File: config.mk
export PLATFORM = sky130hd
export DESIGN_NAME = stream_fifo_th
export DESIGN_NICKNAME = d
export VERILOG_FILES = /design/src/rtl/fifo_pkg.sv /design/src/rtl/fifo_ram.sv /design/src/rtl/stream_fifo_th.sv
export SDC_FILE = /design/constraint.sdc
export NUM_CORES = 1
export LEC_CHECK = 0
export CAP_MARGIN = 30
export CELL_PAD_IN_SITES_DETAIL_PLACEMENT = 1
export CELL_PAD_IN_SITES_GLOBAL_PLACEMENT = 1
export CORE_MARGIN = 3
export CORE_UTILIZATION = 55
export DETAILED_ROUTE_END_ITERATION = 6
export HOLD_SLACK_MARGIN = 0.06
export PLACE_DENSITY_LB_ADDON = 0.1
export SETUP_SLACK_MARGIN = 0.4
export SLEW_MARGIN = 20
export SYNTH_ARGS = -nofsm -noshare
export SYNTH_HDL_FRONTEND = slang
export SYNTH_SLANG_ARGS = --single-unit
File: constraint.sdc
create_clock -name clk -period 15.3 [get_ports clk]
set_input_delay 3.06 -clock clk [delete_from_list [all_inputs] [get_ports clk]]
set_output_delay 3.06 -clock clk [all_outputs]
set_load 0.01 [all_outputs]
File: src/rtl/fifo_pkg.sv
// Shared helpers for the stream FIFO family: pointer sizing, parameter legality and reset values.
package fifo_pkg;

    localparam logic RST_ALMOST_EMPTY = 1'b1;
    localparam logic RST_ALMOST_FULL  = 1'b0;

    // Pointer/level width: one extra bit over the address so full and empty are distinguishable.
    function automatic int unsigned ptr_width(input int unsigned depth);
        return $clog2(depth) + 1;
    endfunction

    function automatic bit thresholds_ok(input int unsigned depth,
                                         input int unsigned depth_log2,
                                         input int unsigned almost_full,
                                         input int unsigned almost_empty);
        return (depth == (32'(1) << depth_log2)) &&
               (ptr_width(depth) == depth_log2 + 1) &&
               (almost_full >= 1) && (almost_full <= depth) &&
               (almost_empty <= depth - 1);
    endfunction

endpackage

File: src/rtl/fifo_ram.sv
// FIFO storage: synchronous write port, asynchronous read port, contents never reset.
module fifo_ram #(
    parameter int unsigned p_width     = 32,
    parameter int unsigned p_depth     = 8,
    parameter int unsigned p_addr_bits = 3
) (
    input  logic                   clk,
    input  logic                   wr_en,
    input  logic [p_addr_bits-1:0] wr_addr,
    input  logic [p_width-1:0]     wr_data,
    input  logic [p_addr_bits-1:0] rd_addr,
    output logic [p_width-1:0]     rd_data
);

    logic [p_width-1:0] mem [p_depth];

    always_ff @(posedge clk) begin
        if (wr_en) begin
            mem[wr_addr] <= wr_data;
        end
    end

    assign rd_data = mem[rd_addr];

endmodule

File: src/rtl/stream_fifo_th.sv
// Valid/ready stream FIFO with level, almost-full/empty flags, high-watermark and flush.
// STREAM_FIFO_OREG_EN adds a registered output stage (one extra word of capacity).
module stream_fifo_th
    import fifo_pkg::*;
#(
    parameter int unsigned p_st_bits          = 32,
    parameter int unsigned p_fifo_length      = 8,
    parameter int unsigned p_fifo_length_log2 = 3,
    parameter int unsigned p_almost_full      = 6,
    parameter int unsigned p_almost_empty     = 1
) (
    input  logic                          clk,
    input  logic                          rst,
    input  logic                          i_flush,
    input  logic [p_st_bits-1:0]          i_snk_data,
    input  logic                          i_snk_valid,
    output logic                          o_snk_ready,
    output logic [p_st_bits-1:0]          o_src_data,
    output logic                          o_src_valid,
    input  logic                          i_src_ready,
    output logic [p_fifo_length_log2:0]   o_level,
    output logic                          o_almost_full,
    output logic                          o_almost_empty,
    output logic [p_fifo_length_log2:0]   o_peak
);

    localparam int unsigned AW = p_fifo_length_log2;
    localparam int unsigned PW = p_fifo_length_log2 + 1;

    if (!thresholds_ok(p_fifo_length, p_fifo_length_log2, p_almost_full, p_almost_empty)) begin : g_param_check
        $error("stream_fifo_th: illegal depth or flag threshold parameters");
    end

    logic [PW-1:0]        wr_ptr;
    logic [PW-1:0]        rd_ptr;
    logic [PW-1:0]        level_nxt;
    logic [PW-1:0]        peak_nxt;
    logic [p_st_bits-1:0] rd_data;
    logic                 empty;
    logic                 full;
    logic                 push;
    logic                 pop;
    logic                 mem_rd;

    assign empty = (wr_ptr == rd_ptr);
    assign full  = (wr_ptr[AW-1:0] == rd_ptr[AW-1:0]) && (wr_ptr[AW] != rd_ptr[AW]);

    // Ready never looks at i_src_ready, so a pop cannot free a slot in the same cycle.
    assign o_snk_ready = !full && !i_flush;
    assign push        = i_snk_valid && o_snk_ready;

    fifo_ram #(
        .p_width     (p_st_bits),
        .p_depth     (p_fifo_length),
        .p_addr_bits (AW)
    ) u_ram (
        .clk     (clk),
        .wr_en   (push),
        .wr_addr (wr_ptr[AW-1:0]),
        .wr_data (i_snk_data),
        .rd_addr (rd_ptr[AW-1:0]),
        .rd_data (rd_data)
    );

`ifdef STREAM_FIFO_OREG_EN
    logic                 oreg_valid;
    logic [p_st_bits-1:0] oreg_data;

    assign pop    = oreg_valid && i_src_ready && !i_flush && rst;
    // Refill whenever the output register is free or being emptied this cycle.
    assign mem_rd = !empty && (!oreg_valid || pop) && !i_flush;

    always_ff @(posedge clk) begin
        if (!rst || i_flush) begin
            oreg_valid <= 1'b0;
            oreg_data  <= '0;
        end else if (mem_rd) begin
            oreg_valid <= 1'b1;
            oreg_data  <= rd_data;
        end else if (pop) begin
            oreg_valid <= 1'b0;
        end
    end

    assign o_src_valid = oreg_valid;
    assign o_src_data  = oreg_data;
`else
    // Valid is masked during reset so nothing is delivered in the reset cycle.
    assign o_src_valid = !empty && !i_flush && rst;
    assign pop         = o_src_valid && i_src_ready;
    assign mem_rd      = pop;
    assign o_src_data  = o_src_valid ? rd_data : '0;
`endif

    always_comb begin
        level_nxt = o_level;
        if (i_flush) begin
            level_nxt = '0;
        end else begin
            case ({push, pop})
                2'b10:   level_nxt = o_level + PW'(1);
                2'b01:   level_nxt = o_level - PW'(1);
                default: level_nxt = o_level;
            endcase
        end
        peak_nxt = (level_nxt > o_peak) ? level_nxt : o_peak;
    end

    always_ff @(posedge clk) begin
        if (!rst) begin
            wr_ptr         <= '0;
            rd_ptr         <= '0;
            o_level        <= '0;
            o_peak         <= '0;
            o_almost_full  <= RST_ALMOST_FULL;
            o_almost_empty <= RST_ALMOST_EMPTY;
        end else begin
            if (i_flush) begin
                wr_ptr <= '0;
                rd_ptr <= '0;
            end else begin
                if (push) begin
                    wr_ptr <= wr_ptr + PW'(1);
                end
                if (mem_rd) begin
                    rd_ptr <= rd_ptr + PW'(1);
                end
            end
            o_level        <= level_nxt;
            o_almost_full  <= (level_nxt >= PW'(p_almost_full));
            o_almost_empty <= (level_nxt <= PW'(p_almost_empty));
            o_peak         <= peak_nxt;
        end
    end

endmodule

==> run_results.csv <==
group,metric,value,unit
status,outcome,"finished, final reports clean",
place,dp_hpwl,13300,µm
route,via_count,5323,
pwr,internal-power,0.00121,W
global_route,grt_antenna_before_repair,1,
route,ant_nets,0,
global_route,grt_usage,21.8,%
setup_path,crit_path_end_kind,"output port",
layout,nets,686,
route,post-route-drc-count,0,
clock_network,cts-buffers-inserted,27,
floorplan,die_area,21400,µm²
timing,holdWs,0.498,ns
floorplan,ios,81,
route,avgRoutedWirePerCell,24.9,µm
yosys,ys_seq_elements,277,
layout,multiInputGateArea,2620,µm²
floorplan,fp-row-count,50,
setup_path,crit_required,12.24,ns
yosys,synth_fp_nets,586,
timing,maxSlewHeadroom,33.8,%
layout,areaGrowthSynthToFinish,19.2,%
route,dr.pass1.iters,4,
timing,drv_slew,0,
setup_path,cp_slowest_cell,"clkdlybuf4s50_1",
clock_network,hold_buffers,0,
clock_network,clkTransAtPathRegs,0.06,ns
layout,ff_latch_area,8110,µm²
layout,diodes,0,
yosys,syn_avg_cell_area,20.0,µm²
setup_path,cp-start-kind,"input port",
pwr,comb_power_share,2.8,%
timing,fin_crit,8.49,ns
timing,min_period_over_period,55.5,%
timing,fmax,118,MHz
global_route,grt_pass1_vias,5994,
timing,setup_tns,0,ns
layout,drive_gt1_share,21.1,%
pwr,p_clk_share,41.5,%
global_route,grt_pass1_wl,35500,µm
setup_path,cp_max_fo,18,
yosys,synth_seq_area_share,74.9,%
place,io_buffers,80,
setup_path,worstPathArrival,5.43,ns
yosys,syn_inst,541,
layout,final_common_cell,"edfxtp_1",
yosys,synth.distinct_cells,38,
route,drt_iter0_markers,319,
floorplan,die_w,146,µm
setup_path,cp_top_family,"buffers and inverters",
floorplan,fp.coreArea,19000,µm²
pwr,sequentialPowerShare,55.8,%
worst_hold_path,min_path_type,"flop to flop",
setup_path,crit_type,"input port to output port",
timing,worst_slew_pin_slew,0.994,ns
timing,skew,0.0142,ns
yosys,ys_warn_count,0,
run,maxCapViolations,0,
clock_network,cts_resized,0,
pwr,p_sw,0.000287,W
setup_path,slowest_delay,0.56,ns
pwr,pwr_density_cell,116,nW/µm²
clock_network,tritoncts,"built",
floorplan,initial_core_util,56.9,%
clock_network,post_cts_buffers,0,
global_route,grt_overflow,0,
yosys,syn-cell-area,10800,µm²
clock_network,clock_path_buffers,3,
timing,hold_viol,0,
timing,setup_viol,0,
layout,final_util,67.8,%
pwr,p_leak,4.07,nW
route,wirelength,22900,µm
setup_path,cp.buffers_inverters,4,
layout,final_cell_mix,"256 x edfxtp_1, 80 x clkdlybuf4s50_1, 64 x mux4_2",
pwr,vdd_drop_max,103,µV
clock_network,cts_max_level,1,
setup_path,crit_chain,"clkdlybuf4s50_1 -> inv_1 -> nor2_1 -> o21ai_4 -> buf_16 -> nor2_1 -> clkdlybuf4s50_1",
clock_network,cts_root_buf,"clkbuf_16",
clock_network,clock_latency,0.53,ns
clock_network,clock_sinks,277,
route,viasPerCell,5.79,
timing,rsz0062_at_grt,"false",
layout,fill_cells,1606,
place,gp_congestion,0.747,
global_route,grt_max_degree,65,
floorplan,fp.dieH,146,µm
pwr,p_sw_share,19.2,%
==> power by group through the flow <==
stage | registers [W] | clock network (W) | logic (W)
2_1_floorplan | 0.000850 | 0 | 0.0000154
3_3_place_gp | 0.000849 | 0 | 0.0000381
3_5_place_dp | 0.000850 | 0 | 0.0000413
4_1_cts | 0.000834 | 0.000631 | 0.0000417
5_1_grt | 0.000834 | 0.000662 | 0.0000452
6_report | 0.000834 | 0.000620 | 0.0000413
==> state kept, by name, indices dropped and copies added (netlist names), named ones only <==
register and flops:
o_almost_full 1, o_peak 4, o_almost_empty 1, u_ram.mem 256, o_level 4, wr_ptr 4
rd_ptr 4
==> Yosys cell counts <==
master	number	area share, %
inv_1	8	0.28
and2_1	1	0.058
o21ai_2	1	0.081
clkbuf_2	1	0.046
a41oi_2	1	0.15
o21bai_1	1	0.069
nand3_1	9	0.42
o211ai_1	1	0.069
mux2_4	1	0.14
buf_2	10	0.46
a31o_2	1	0.081
xnor2_1	6	0.49
xor2_1	4	0.32
nand2_2	1	0.058
mux2i_1	41	3.8
nor4_1	1	0.058
mux4_2	64	13
a2bb2oi_1	1	0.081
o221ai_1	1	0.081
inv_2	2	0.069
o31ai_1	1	0.069
edfxtp_1	256	71
a31oi_1	1	0.058
o21ai_0	3	0.14
nor2b_1	4	0.23
nor3_1	4	0.19
nor2_1	48	1.7
a21o_1	1	0.069
a21oi_1	2	0.093
nor4b_1	1	0.081
dfxtp_1	21	3.9
or2_2	3	0.17
nand2b_1	4	0.23
a211oi_1	1	0.069
ha_1	8	0.93
nand2_1	12	0.42
buf_1	4	0.14
clkbuf_1	11	0.38
==> final timing paths <==
path,startpoint,end,slack (ns),cells past startpoint
max,rst,o_src_data[11],6.81,7
min reg2reg,o_peak[3],o_peak[3],0.50,2
min,o_peak[3],o_peak[3],0.50,2
max reg2reg,wr_ptr[1],o_peak[3],11.00,17
==> layer usage <==
layer	wire [µm]	global-route usage (%)	vias to the layer above
met1	9460	29.0	2776
li1	-	-	2362
met5	7	0	-
met3	1120	3.13	27
met4	353	4.84	2
met2	11900	38.8	156
==> worst reg2reg max path, cell delays in order, from the launching register on <==
cell and delay, ns:
dfxtp_1 0.58, xnor2_1 0.22, nand3_1 0.18, o21ai_4 0.58, inv_2 0.09, nand2_2 0.13, inv_2 0.08, ha_1 0.37
a211oi_1 0.23, o21bai_1 0.23, xnor2_1 0.20, nor2_1 0.08, ha_1 0.25, or2_2 0.33, o21ai_0 0.18, a21o_1 0.15
mux2_4 0.18, mux2i_1 0.19
==> kinds of logic after synthesis <==
group           synth area share, %
flops                          74.9
compound gates                 1.11
fa+ha+maj                     0.925
buf+inv                        1.38
xor+xnor                      0.810
simple gates                   3.57
mux                            17.3
==> through the flow <==
step                      setup WS (ns)  area, µm²  std cells  total power [W]
after floorplan                    8.12      10800        541         0.000865
after global placement             6.98      12000        867         0.000887
after detailed placement           6.83      12100        870         0.000891
after CTS                          6.80      12900        918          0.00151
after global routing               6.63      12900        920          0.00154
final                              6.81      12900        920          0.00150
==> final cells by class <==
type                            count  area share, %
Inverter                           10          0.291
Sequential cell                   277           62.9
Clock buffer                       34           5.44
Timing Repair Buffer               97           7.54
Clock inverter                     14          0.941
Tap cell                          260           2.52
Multi-Input combinational cell    228           20.3
(Power assumes the default switching activity.)
